$ cat src/rtl/sd_block_responder_if.sv
// rtl/sd_block_responder_if.sv - requester/backing-store bus bundle for sd_block_responder
interface sd_block_responder_if;
    // requester side
    logic [2:0]  sd_rd;
    logic [2:0]  sd_wr;
    logic [31:0] sd_lba0;
    logic [31:0] sd_lba1;
    logic [31:0] sd_lba2;
    logic [31:0] img_blocks0;
    logic [31:0] img_blocks1;
    logic [31:0] img_blocks2;
    logic [7:0]  sd_buff_din0;
    logic [7:0]  sd_buff_din1;
    logic [7:0]  sd_buff_din2;
    logic [2:0]  sd_ack;
    logic [8:0]  sd_buff_addr;
    logic [7:0]  sd_buff_dout;
    logic        sd_buff_wr;
    // backing-store side
    logic        img_req;
    logic        img_we;
    logic [1:0]  img_drive;
    logic [31:0] img_addr;
    logic [7:0]  img_wdata;
    logic        img_ack;
    logic [7:0]  img_rdata;
    logic        busy;

    modport master (
        input  sd_rd, sd_wr, sd_lba0, sd_lba1, sd_lba2,
        input  img_blocks0, img_blocks1, img_blocks2,
        input  sd_buff_din0, sd_buff_din1, sd_buff_din2,
        input  img_ack, img_rdata,
        output sd_ack, sd_buff_addr, sd_buff_dout, sd_buff_wr,
        output img_req, img_we, img_drive, img_addr, img_wdata, busy
    );

    modport slave (
        output sd_rd, sd_wr, sd_lba0, sd_lba1, sd_lba2,
        output img_blocks0, img_blocks1, img_blocks2,
        output sd_buff_din0, sd_buff_din1, sd_buff_din2,
        output img_ack, img_rdata,
        input  sd_ack, sd_buff_addr, sd_buff_dout, sd_buff_wr,
        input  img_req, img_we, img_drive, img_addr, img_wdata, busy
    );
endinterface

$ cat src/rtl/sd_block_responder.sv
// rtl/sd_block_responder.sv - serves 512-byte block reads/writes for three drives against a backing store
module sd_block_responder #(
    parameter int ACK_DELAY = 4
) (
    input  logic                  clk_sys,
    input  logic                  reset,
    sd_block_responder_if.master  bus
);

    typedef enum logic [2:0] {
        S_IDLE,
        S_ACK_WAIT,
        S_RD_FETCH,
        S_RD_STROBE,
        S_WR_ADDR,
        S_WR_STORE,
        S_RELEASE
    } state_t;

    state_t      r_state;
    logic [1:0]  r_drive;
    logic        r_op_rd;
    logic        r_in_range;
    logic [22:0] r_lba_base;
    logic [8:0]  r_index;
    logic [3:0]  r_delay;
    logic [2:0]  r_ack;
    logic [8:0]  r_buff_addr;
    logic [7:0]  r_buff_dout;
    logic        r_buff_wr;
    logic        r_img_req;
    logic        r_img_we;
    logic [1:0]  r_img_drive;
    logic [31:0] r_img_addr;
    logic [7:0]  r_img_wdata;
    logic        r_busy;

    logic [2:0]  w_req;
    logic [1:0]  w_sel_drive;
    logic        w_sel_rd;
    logic [31:0] w_sel_lba;
    logic [31:0] w_sel_blocks;
    logic [7:0]  w_din;
    logic        w_drv_active;
    logic        w_last;
    logic [8:0]  w_index_next;

    assign w_req        = bus.sd_rd | bus.sd_wr;
    assign w_last       = (r_index == 9'd511);
    assign w_index_next = r_index + 9'd1;

    // Lowest-index requesting drive wins; its lba/size/op are what gets latched.
    always_comb begin
        w_sel_drive  = 2'd0;
        w_sel_rd     = bus.sd_rd[0];
        w_sel_lba    = bus.sd_lba0;
        w_sel_blocks = bus.img_blocks0;
        if (!w_req[0] && w_req[1]) begin
            w_sel_drive  = 2'd1;
            w_sel_rd     = bus.sd_rd[1];
            w_sel_lba    = bus.sd_lba1;
            w_sel_blocks = bus.img_blocks1;
        end else if (!w_req[0] && !w_req[1]) begin
            w_sel_drive  = 2'd2;
            w_sel_rd     = bus.sd_rd[2];
            w_sel_lba    = bus.sd_lba2;
            w_sel_blocks = bus.img_blocks2;
        end
    end

    // Per-drive views of the latched drive: buffer read data and its request level.
    always_comb begin
        w_din        = 8'h00;
        w_drv_active = 1'b0;
        case (r_drive)
            2'd0: begin
                w_din        = bus.sd_buff_din0;
                w_drv_active = bus.sd_rd[0] | bus.sd_wr[0];
            end
            2'd1: begin
                w_din        = bus.sd_buff_din1;
                w_drv_active = bus.sd_rd[1] | bus.sd_wr[1];
            end
            2'd2: begin
                w_din        = bus.sd_buff_din2;
                w_drv_active = bus.sd_rd[2] | bus.sd_wr[2];
            end
            default: begin
                w_din        = 8'h00;
                w_drv_active = 1'b0;
            end
        endcase
    end

    // Transfer sequencer; every bus output is a register updated here.
    always_ff @(posedge clk_sys) begin
        if (reset) begin
            r_state     <= S_IDLE;
            r_drive     <= 2'd0;
            r_op_rd     <= 1'b0;
            r_in_range  <= 1'b0;
            r_lba_base  <= 23'd0;
            r_index     <= 9'd0;
            r_delay     <= 4'd0;
            r_ack       <= 3'b000;
            r_buff_addr <= 9'd0;
            r_buff_dout <= 8'h00;
            r_buff_wr   <= 1'b0;
            r_img_req   <= 1'b0;
            r_img_we    <= 1'b0;
            r_img_drive <= 2'd0;
            r_img_addr  <= 32'd0;
            r_img_wdata <= 8'h00;
            r_busy      <= 1'b0;
        end else begin
            case (r_state)
                S_IDLE: begin
                    if (|w_req) begin
                        r_drive     <= w_sel_drive;
                        r_img_drive <= w_sel_drive;
                        r_op_rd     <= w_sel_rd;
                        r_in_range  <= (w_sel_lba < w_sel_blocks);
                        r_lba_base  <= w_sel_lba[22:0];
                        r_ack       <= 3'b001 << w_sel_drive;
                        r_index     <= 9'd0;
                        r_delay     <= 4'(ACK_DELAY);
                        r_busy      <= 1'b1;
                        r_state     <= S_ACK_WAIT;
                    end
                end

                S_ACK_WAIT: begin
                    if (r_delay <= 4'd1) begin
                        r_delay <= 4'd0;
                        if (r_op_rd) begin
                            r_img_req  <= r_in_range;
                            r_img_we   <= 1'b0;
                            r_img_addr <= {r_lba_base, r_index};
                            r_state    <= S_RD_FETCH;
                        end else begin
                            r_buff_addr <= r_index;
                            r_state     <= S_WR_ADDR;
                        end
                    end else begin
                        r_delay <= r_delay - 4'd1;
                    end
                end

                S_RD_FETCH: begin
                    // Out-of-range blocks read back as zeros without touching the store.
                    if (!r_in_range) begin
                        r_buff_dout <= 8'h00;
                        r_buff_addr <= r_index;
                        r_buff_wr   <= 1'b1;
                        r_state     <= S_RD_STROBE;
                    end else if (bus.img_ack) begin
                        r_img_req   <= 1'b0;
                        r_buff_dout <= bus.img_rdata;
                        r_buff_addr <= r_index;
                        r_buff_wr   <= 1'b1;
                        r_state     <= S_RD_STROBE;
                    end
                end

                S_RD_STROBE: begin
                    r_buff_wr <= 1'b0;
                    if (w_last) begin
                        r_ack   <= 3'b000;
                        r_state <= S_RELEASE;
                    end else begin
                        r_index    <= w_index_next;
                        r_img_req  <= r_in_range;
                        r_img_addr <= {r_lba_base, w_index_next};
                        r_state    <= S_RD_FETCH;
                    end
                end

                S_WR_ADDR: begin
                    // Buffer data for r_buff_addr shows up on din during WR_STORE.
                    r_state <= S_WR_STORE;
                end

                S_WR_STORE: begin
                    // First cycle captures din; in range, the request then waits for img_ack.
                    if (!r_img_req) begin
                        r_img_wdata <= w_din;
                        r_img_addr  <= {r_lba_base, r_index};
                        if (r_in_range) begin
                            r_img_req <= 1'b1;
                            r_img_we  <= 1'b1;
                        end else if (w_last) begin
                            r_ack   <= 3'b000;
                            r_state <= S_RELEASE;
                        end else begin
                            r_index     <= w_index_next;
                            r_buff_addr <= w_index_next;
                            r_state     <= S_WR_ADDR;
                        end
                    end else if (bus.img_ack) begin
                        r_img_req <= 1'b0;
                        r_img_we  <= 1'b0;
                        if (w_last) begin
                            r_ack   <= 3'b000;
                            r_state <= S_RELEASE;
                        end else begin
                            r_index     <= w_index_next;
                            r_buff_addr <= w_index_next;
                            r_state     <= S_WR_ADDR;
                        end
                    end
                end

                S_RELEASE: begin
                    // Wait for the served drive to drop its level so it cannot retrigger.
                    if (!w_drv_active) begin
                        r_busy  <= 1'b0;
                        r_state <= S_IDLE;
                    end
                end

                default: r_state <= S_IDLE;
            endcase
        end
    end

    assign bus.sd_ack       = r_ack;
    assign bus.sd_buff_addr = r_buff_addr;
    assign bus.sd_buff_dout = r_buff_dout;
    assign bus.sd_buff_wr   = r_buff_wr;
    assign bus.img_req      = r_img_req;
    assign bus.img_we       = r_img_we;
    assign bus.img_drive    = r_img_drive;
    assign bus.img_addr     = r_img_addr;
    assign bus.img_wdata    = r_img_wdata;
    assign bus.busy         = r_busy;

endmodule

$ cat src/flat_wrapper.sv
// flat-port wrapper written by rule: the top's interface ports become plain ports
module sd_block_responder_flat 
#(
    parameter int ACK_DELAY = 4
)
  (clk_sys, reset, bus_sd_rd, bus_sd_wr, bus_sd_lba0, bus_sd_lba1, bus_sd_lba2, bus_img_blocks0, bus_img_blocks1, bus_img_blocks2, bus_sd_buff_din0, bus_sd_buff_din1, bus_sd_buff_din2, bus_img_ack, bus_img_rdata, bus_sd_ack, bus_sd_buff_addr, bus_sd_buff_dout, bus_sd_buff_wr, bus_img_req, bus_img_we, bus_img_drive, bus_img_addr, bus_img_wdata, bus_busy);
  sd_block_responder_if bus_i ();
  input  logic clk_sys;
  input  logic reset;
  input wire logic [$bits(bus_i.sd_rd)-1:0] bus_sd_rd;
  input wire logic [$bits(bus_i.sd_wr)-1:0] bus_sd_wr;
  input wire logic [$bits(bus_i.sd_lba0)-1:0] bus_sd_lba0;
  input wire logic [$bits(bus_i.sd_lba1)-1:0] bus_sd_lba1;
  input wire logic [$bits(bus_i.sd_lba2)-1:0] bus_sd_lba2;
  input wire logic [$bits(bus_i.img_blocks0)-1:0] bus_img_blocks0;
  input wire logic [$bits(bus_i.img_blocks1)-1:0] bus_img_blocks1;
  input wire logic [$bits(bus_i.img_blocks2)-1:0] bus_img_blocks2;
  input wire logic [$bits(bus_i.sd_buff_din0)-1:0] bus_sd_buff_din0;
  input wire logic [$bits(bus_i.sd_buff_din1)-1:0] bus_sd_buff_din1;
  input wire logic [$bits(bus_i.sd_buff_din2)-1:0] bus_sd_buff_din2;
  input wire logic [$bits(bus_i.img_ack)-1:0] bus_img_ack;
  input wire logic [$bits(bus_i.img_rdata)-1:0] bus_img_rdata;
  output wire logic [$bits(bus_i.sd_ack)-1:0] bus_sd_ack;
  output wire logic [$bits(bus_i.sd_buff_addr)-1:0] bus_sd_buff_addr;
  output wire logic [$bits(bus_i.sd_buff_dout)-1:0] bus_sd_buff_dout;
  output wire logic [$bits(bus_i.sd_buff_wr)-1:0] bus_sd_buff_wr;
  output wire logic [$bits(bus_i.img_req)-1:0] bus_img_req;
  output wire logic [$bits(bus_i.img_we)-1:0] bus_img_we;
  output wire logic [$bits(bus_i.img_drive)-1:0] bus_img_drive;
  output wire logic [$bits(bus_i.img_addr)-1:0] bus_img_addr;
  output wire logic [$bits(bus_i.img_wdata)-1:0] bus_img_wdata;
  output wire logic [$bits(bus_i.busy)-1:0] bus_busy;
  assign bus_i.sd_rd = bus_sd_rd;
  assign bus_i.sd_wr = bus_sd_wr;
  assign bus_i.sd_lba0 = bus_sd_lba0;
  assign bus_i.sd_lba1 = bus_sd_lba1;
  assign bus_i.sd_lba2 = bus_sd_lba2;
  assign bus_i.img_blocks0 = bus_img_blocks0;
  assign bus_i.img_blocks1 = bus_img_blocks1;
  assign bus_i.img_blocks2 = bus_img_blocks2;
  assign bus_i.sd_buff_din0 = bus_sd_buff_din0;
  assign bus_i.sd_buff_din1 = bus_sd_buff_din1;
  assign bus_i.sd_buff_din2 = bus_sd_buff_din2;
  assign bus_i.img_ack = bus_img_ack;
  assign bus_i.img_rdata = bus_img_rdata;
  assign bus_sd_ack = bus_i.sd_ack;
  assign bus_sd_buff_addr = bus_i.sd_buff_addr;
  assign bus_sd_buff_dout = bus_i.sd_buff_dout;
  assign bus_sd_buff_wr = bus_i.sd_buff_wr;
  assign bus_img_req = bus_i.img_req;
  assign bus_img_we = bus_i.img_we;
  assign bus_img_drive = bus_i.img_drive;
  assign bus_img_addr = bus_i.img_addr;
  assign bus_img_wdata = bus_i.img_wdata;
  assign bus_busy = bus_i.busy;
  sd_block_responder #(.ACK_DELAY(ACK_DELAY)) u_core (.clk_sys(clk_sys), .reset(reset), .bus(bus_i));
endmodule
$ cat config.mk
export PLATFORM = sky130hd
export DESIGN_NAME = sd_block_responder_flat
export DESIGN_NICKNAME = d
export VERILOG_FILES = /design/src/rtl/sd_block_responder_if.sv /design/src/rtl/sd_block_responder.sv /design/src/flat_wrapper.sv
export SDC_FILE = /design/constraint.sdc
export NUM_CORES = 1
export LEC_CHECK = 0
export ABC_AREA = 1
export CELL_PAD_IN_SITES_DETAIL_PLACEMENT = 1
export CELL_PAD_IN_SITES_GLOBAL_PLACEMENT = 2
export CORE_MARGIN = 1
export CORE_UTILIZATION = 21
export DETAILED_ROUTE_END_ITERATION = 7
export PLACE_DENSITY = 0.81
export SYNTH_ARGS = -nofsm -noshare
export SYNTH_HDL_FRONTEND = slang
export SYNTH_SLANG_ARGS = --single-unit
$ cat constraint.sdc
create_clock -name clk_sys -period 4 [get_ports clk_sys]
set_input_delay 1.2 -clock clk_sys [delete_from_list [all_inputs] [get_ports clk_sys]]
set_output_delay 1.2 -clock clk_sys [all_outputs]
set_load 0.01 [all_outputs]
==> out/qor.csv, run 1 <==
stage,metric,value,unit
run_status,status,"complete, no violations",
global_routing,largest net degree at the start of global routing,60,
layout,Area Growth Syn to Fin,59.6,%
power_and_ir_drop,cell area power density,524,nW/um^2
logic_synthesis,Syn Inst Count,914,
logic_synthesis,net count after synthesis,1182,
timing,relative slew slack,46.0,%
global_routing,global-route usage over all layers,18.0,%
timing,Layout Skew,0.0101,ns
timing,Final setup viols,0,
die,Placement Rows,63,
layout,layout cell share with drive strength beyond 1,7.72,%
logic_synthesis,main flop type after synthesis,dfxtp_1,
clocking,root buffer cell,clkbuf_16,
logic_synthesis,Synth Area in Compound Gates,23.6,%
die,area of the core,29700,sq um
detailed_routing,via count,7277,
global_routing,initial antenna violation count,1,
clocking,H-tree levels,3,
clocking,Max Buffers Root-to-Sink,2,
logic_synthesis,Post-synth EDFFs,0,
logic_synthesis,mux cell area share after synthesis,0,%
detailed_routing,Via density,4.56,
clocking,cells resized by post-CTS repair,0,
logic_synthesis,post-synthesis xor/xnor area fraction,1.24,%
setup_path,reg-to-reg setup timing slack,1.01,ns
setup_path,CP max FO,14,
detailed_routing,Post-Route WL,27.9,mm
setup_path,Worst setup SP type,primary input,
job,Max-Cap Viols,0,
placed_design,port bufs,298,
die,starting density of the core,21.4,%
detailed_routing,Pre-Repair DR Iteration Count,4,
clocking,Setup Buffers After CTS,0,
timing,Worst-Margin Slew,0.809,ns
logic_synthesis,synthesized cell area,6350,sq um
timing,Hold WS,0.464,ns
layout,Multi-input gate area,3780,sq um
clocking,CTS Buf Count,9,
detailed_routing,DR WL/cell,17.5,um
layout,final instance area,10100,sq um
logic_synthesis,combinational family with the most area after synthesis,simple AND/OR/NAND/NOR gates,
die,I/O pin count,299,
logic_synthesis,post-synthesis sequential area ratio,33.8,%
detailed_routing,Final ANT Viol Nets,0,
setup_path,Worst Setup End Kind,flop,
die,die height,176,um
detailed_routing,DR DRC count,0,
setup_path,Crit path top cell by count,nand2_1,
setup_path,critical path cell sequence,clkdlybuf4s50_1 -> nor2_4 -> nand2_2 -> inv_1 -> nand2_1 -> nand3_1 -> ha_1 -> nand4_1 -> a21oi_1 -> nor3_1 -> a21boi_0 -> nand2_1 -> nand2_1 -> nand2_1 -> a21oi_1,
timing,"Worst Setup Slack, final",0.384,ns
logic_synthesis,Synth top area share,33.8,%
logic_synthesis,Yosys top cell by area,dfxtp_1,
setup_path,crit path kind,primary input to flop,
detailed_routing,Iter 0 DRT Violations,299,
setup_path,arrival time at the worst endpoint,3.90,ns
logic_synthesis,Post-Synth Adder-Cell Area,6.90,%
placed_design,GPL Wtd Cong,0.831,
power_and_ir_drop,peak supply drop,0.259,mV
timing,max frequency,277,MHz
timing,Fin. Hold Viols,0,
power_and_ir_drop,Static Leak,3.94,nW
logic_synthesis,most common cell in the netlist,nand2_1,
timing,pins over their slew limit,0,
logic_synthesis,register bit total from synthesis,107,
timing,fin crit period,3.62,ns
placed_design,Setup WS pre-CTS,-0.00893,ns
logic_synthesis,Simple-Gate Fraction of Synth Area,27.6,%
logic_synthesis,synth cell count leaders,"nand2_1 (215), dfxtp_1 (107), nor2_1 (104)",
logic_synthesis,synth top area cells,"dfxtp_1 (34%), nand2_1 (13%), a21oi_1 (7.2%), ha_1 (6.9%), o21ai_0 (6.5%)",
logic_synthesis,Synthesis Warnings,0,
clocking,CTS tree,yes,
global_routing,vias in the first global route,7747,
logic_synthesis,count of cell types in the netlist,45,
setup_path,"Largest stage delay, worst path",0.46,ns
setup_path,CP Data Required Time,4.28,ns
layout,storage element area,2140,sq um
layout,nets@finish,1467,
layout,# fillers,3627,
placed_design,DP HPWL,22.5,mm
timing,Tcrit/Tclk final,90.4,%
layout,Util after Layout,34.1,%
clocking,hold_buf cts,0,
clocking,clock sink count,107,
worst_hold_path,HP Class,flop to flop,
die,die width,176,um
setup_path,CP max stage cell,clkdlybuf4s50_1,
global_routing,grt ovf,0,
die,Die ar.,30900,sq um
logic_synthesis,"FFs w/ async S/R, synth",0,%
clocking,Worst-Skew Late Latency,0.36,ns
placed_design,Area after DPL,9810,sq um
logic_synthesis,Avg Synthesized Cell Area,6.94,sq um
timing,RSZ-0062 raised after global routing,false,
global_routing,first-pass GRT wire length,43.0,mm
clocking,clk slew on worst S/H paths,0.07,ns
## critical path, delay by kind of cell
family / cells / cell delay [ns]
and+or+nand+nor: 9 / 1.14
buffers and inverters: 2 / 0.88
adders and majority gates: 1 / 0.31
AOI/OAI and AO/OA: 3 / 0.36
## path summary, 6_finish.rpt
kind / startpoint / endpoint / cells after the start
setup / recovery: bus_sd_rd[0] / u_core.r_in_range / 15
hold / removal: u_core.r_lba_base[15] / u_core.bus.img_addr[24] / 2
setup reg to reg: u_core.r_index[0] / u_core.bus.img_addr[5] / 12
hold reg to reg: u_core.r_lba_base[15] / u_core.bus.img_addr[24] / 2
## power breakdown
part,internal (mW),switching [mW],leakage [nW]
combinational,1.14,1.48,2.92
sequential,1.46,0.259,0.878
clock,0.551,0.412,0.143
## metrics by stage
stage	power (mW)	TNS (ns)	cells
2_1_floorplan	3.22	0	914
3_3_place_gp	4.36	0	1578
3_5_place_dp	4.41	-0.00893	1578
4_1_cts	5.40	0	1594
5_1_grt	5.73	0	1595
6_report	5.31	0	1595
## cell families (layout without fill, tap and decap cells)
logic type / Yosys count / count (layout)
XOR/XNOR: 9 / 9
flip-flops: 107 / 107
buffers and inverters: 102 / 392
AO/OA/AOI/OAI: 256 / 256
AND/OR/NAND/NOR: 405 / 405
adder cells (fa/ha/maj): 35 / 35
other: 0 / 1
## final cells by class
class,count,area share [%]
Sequential cell,107,21.2
Antenna cell,1,0.0247
Clock buffer,12,2.34
Clock inverter,4,0.741
Multi-Input combinational cell,705,37.3
Tap cell,390,4.82
Timing Repair Buffer,322,31.6
Inverter,54,2.03
## registers in the layout, indices dropped and copies added (netlist names), 2 cells and up
name / cells
u_core.r_index: 9
u_core.r_drive: 2
u_core.bus.sd_ack: 3
u_core.r_delay: 4
u_core.bus.img_wdata: 8
u_core.bus.sd_buff_dout: 8
u_core.bus.img_addr: 32
u_core.r_lba_base: 23
u_core.r_state: 3
u_core.bus.sd_buff_addr: 9
## layer usage
metal	track usage (%)	up-vias	wire, um
met1	21.8	3388	12200
met2	31.9	175	13800
met4	5.07	0	487
met5	0	-	0
met3	3.77	28	1360
li1	-	3686	-
## layout by cell type, fill, tap and decap left out, drive strengths merged, types with 13 or more instances in the layout
cell type	synthesis	routed
o22ai	18	18
buf	15	25
o221ai	16	16
inv	53	53
nor2	112	112
nand3	34	34
dfxtp	107	107
nand2	222	222
a21oi	93	93
a211oi	13	13
clkdlybuf4s50	0	297
or2	17	17
ha	35	35
o21ai	85	85
No activity file was read; power rests on OpenSTA's default activity.
==> inputs of run 2 (changes only) <==
--- a/config.mk
+++ b/config.mk
@@ -8,7 +8,8 @@
 export ABC_AREA = 1
 export CELL_PAD_IN_SITES_DETAIL_PLACEMENT = 1
 export CELL_PAD_IN_SITES_GLOBAL_PLACEMENT = 2
-export CORE_MARGIN = 1
+export CORE_ASPECT_RATIO = 0.6
+export CORE_MARGIN = 5
 export CORE_UTILIZATION = 21
 export DETAILED_ROUTE_END_ITERATION = 7
 export PLACE_DENSITY = 0.81
==> out/qor.csv, run 2 (synthesis gave the netlist of run 1 again) <==
stage,metric,value,unit,change
run_status,status,"complete, no violations",,
detailed_routing,Pre-Repair DR Iteration Count,4,,unchanged
layout,layout cell share with drive strength beyond 1,8.28,%,+0.55 points
power_and_ir_drop,peak supply drop,0.222,mV,-14%
clocking,CTS Buf Count,9,,unchanged
setup_path,Worst Setup End Kind,flop,,
die,die height,145,um,-18%
power_and_ir_drop,cell area power density,521,nW/um^2,-0.54%
setup_path,critical path cell sequence,clkdlybuf4s50_1 -> nor2_4 -> nand2_2 -> buf_12 -> buf_4 -> o22ai_1 -> nor2_1 -> ha_1 -> nand2_1 -> o21ai_0 -> nand3_1 -> nand2_1 -> nand2_1 -> a21oi_1 -> nor3_1 -> nand2_1 -> a21oi_1,,
global_routing,first-pass GRT wire length,46.6,mm,+8.3%
timing,Fin. Hold Viols,0,,unchanged
detailed_routing,via count,7392,,+1.6%
clocking,root buffer cell,clkbuf_16,,
power_and_ir_drop,Total Power,5.30,mW,-0.18%
layout,most frequent cells in the layout,"clkdlybuf4s50_1 (297), nand2_1 (213), dfxtp_1 (107), nor2_1 (103), a21oi_1 (91)",,
layout,nets@finish,1471,,+0.27%
timing,Worst-Margin Slew,0.741,ns,-0.0680 ns
detailed_routing,Iter 0 DRT Violations,353,,+18%
setup_path,crit path kind,primary input to flop,,
timing,Hold WS,0.462,ns,-0.00134 ns
die,Placement Rows,49,,-22%
global_routing,largest net degree at the start of global routing,60,,unchanged
placed_design,GPL Wtd Cong,0.860,,+3.5%
clocking,cells resized by post-CTS repair,0,,unchanged
detailed_routing,Post-Route WL,31.3,mm,+12%
power_and_ir_drop,Static Leak,3.96,nW,+0.47%
layout,final instance area,10200,sq um,+0.36%
placed_design,Area after DPL,9870,sq um,+0.54%
placed_design,port bufs,298,,unchanged
timing,setup total negative slack,0,ns,unchanged
layout,# fillers,3671,,+1.2%
timing,relative slew slack,50.6,%,+4.6 points
clocking,Setup Buffers After CTS,0,,unchanged
layout,# diodes,0,,-1
layout,fin cells,1616,,+1.3%
global_routing,met1 Use GR,24.7,%,+2.9 points
global_routing,met3 Use GR,4.97,%,+1.2 points
timing,pins over their slew limit,0,,unchanged
clocking,clock sink count,107,,unchanged
detailed_routing,Final ANT Viol Nets,0,,unchanged
timing,"Worst Setup Slack, final",0.477,ns,+0.0932 ns
timing,Layout Skew,0.0111,ns,+0.000977 ns
clocking,hold_buf cts,0,,unchanged
global_routing,gr busiest metal,met2,,
global_routing,met2 Use GR,29.0,%,-2.9 points
die,I/O pin count,299,,unchanged
global_routing,initial antenna violation count,0,,-1
layout,"commonest non-fill, non-tap cell in the layout",clkdlybuf4s50_1,,
layout,Largest register FFs,32,,unchanged
global_routing,vias in the first global route,7520,,-2.9%
detailed_routing,DR DRC count,0,,unchanged
timing,RSZ-0062 raised after global routing,false,,
timing,Tcrit/Tclk final,88.1,%,-2.3 points
setup_path,Crit path top cell by count,nand2_1,,
detailed_routing,DR WL/cell,19.4,um,+11%
timing,fin crit period,3.52,ns,-0.0932 ns
setup_path,reg-to-reg setup timing slack,0.93,ns,-0.08 ns
clocking,Max Buffers Root-to-Sink,2,,unchanged
placed_design,Post-Place Cells,1600,,+1.4%
timing,max frequency,284,MHz,+2.6%
clocking,CTS tree,yes,,
worst_hold_path,HP Class,flop to flop,,
setup_path,CP Data Required Time,4.29,ns,about the same
die,die width,234,um,+33%
clocking,H-tree levels,3,,unchanged
setup_path,CP max stage cell,clkdlybuf4s50_1,,
global_routing,grt ovf,0,,unchanged
clocking,clk slew on worst S/H paths,0.08,ns,about the same
layout,Util after Layout,34.0,%,-0.038 points
setup_path,"Largest stage delay, worst path",0.54,ns,+0.08 ns
die,starting density of the core,21.3,%,-0.10 points
setup_path,arrival time at the worst endpoint,3.81,ns,-0.09 ns
die,area of the core,29900,sq um,+0.47%
layout,Area Growth Syn to Fin,60.2,%,
die,Die ar.,33900,sq um,+9.7%
clocking,Worst-Skew Late Latency,0.36,ns,about the same
timing,Final setup viols,0,,unchanged
job,Max-Cap Viols,0,,unchanged
detailed_routing,Via density,4.57,,+0.26%
placed_design,DP HPWL,25.0,mm,+11%
setup_path,Worst setup SP type,primary input,,
placed_design,Setup WS pre-CTS,0.120,ns,+0.129 ns
global_routing,global-route usage over all layers,17.9,%,-0.14 points
setup_path,CP max FO,16,,+2
-- run 2: path summary, 6_finish.rpt --
path,start,to,cells past startpoint
worst max-delay path,bus_sd_rd[0],u_core.r_in_range,17
worst min-delay path,u_core.r_lba_base[9],u_core.bus.img_addr[18],2
worst max register to register,u_core.r_index[0],u_core.bus.img_addr[15],13
worst min register to register,u_core.r_lba_base[9],u_core.bus.img_addr[18],2
-- run 2: metal layers --
metal  up-vias  wire (um)
li1       3696          -
met1      3502      15100
met2       178      14000
met3        16       2050
met4         0        166
met5         -          0
-- run 2: area by class of cell --
type                            count  area [sq um]  area share (%)
Multi-Input combinational cell    705          3780            37.2
Timing Repair Buffer              326          3230            31.7
Sequential cell                   107          2140            21.1
Tap cell                          408           510            5.02
Clock buffer                       11           253            2.49
Inverter                           54           205            2.02
Clock inverter                      5          45.0           0.443
-- run 2: worst max-delay path: cells and delay by family --
family                     cells  cell delay (ns)
adders and majority gates      1             0.31
and+or+nand+nor                9             1.05
buffers and inverters          3             0.88
AOI/OAI and AO/OA              4             0.35
-- run 2: where the power goes --
group	switching [mW]	internal (mW)	leakage [nW]	total [mW]
combinational	1.52	1.14	2.93	2.66
sequential	0.268	1.46	0.878	1.73
clock	0.442	0.466	0.144	0.908
total	2.22	3.07	3.96	5.30
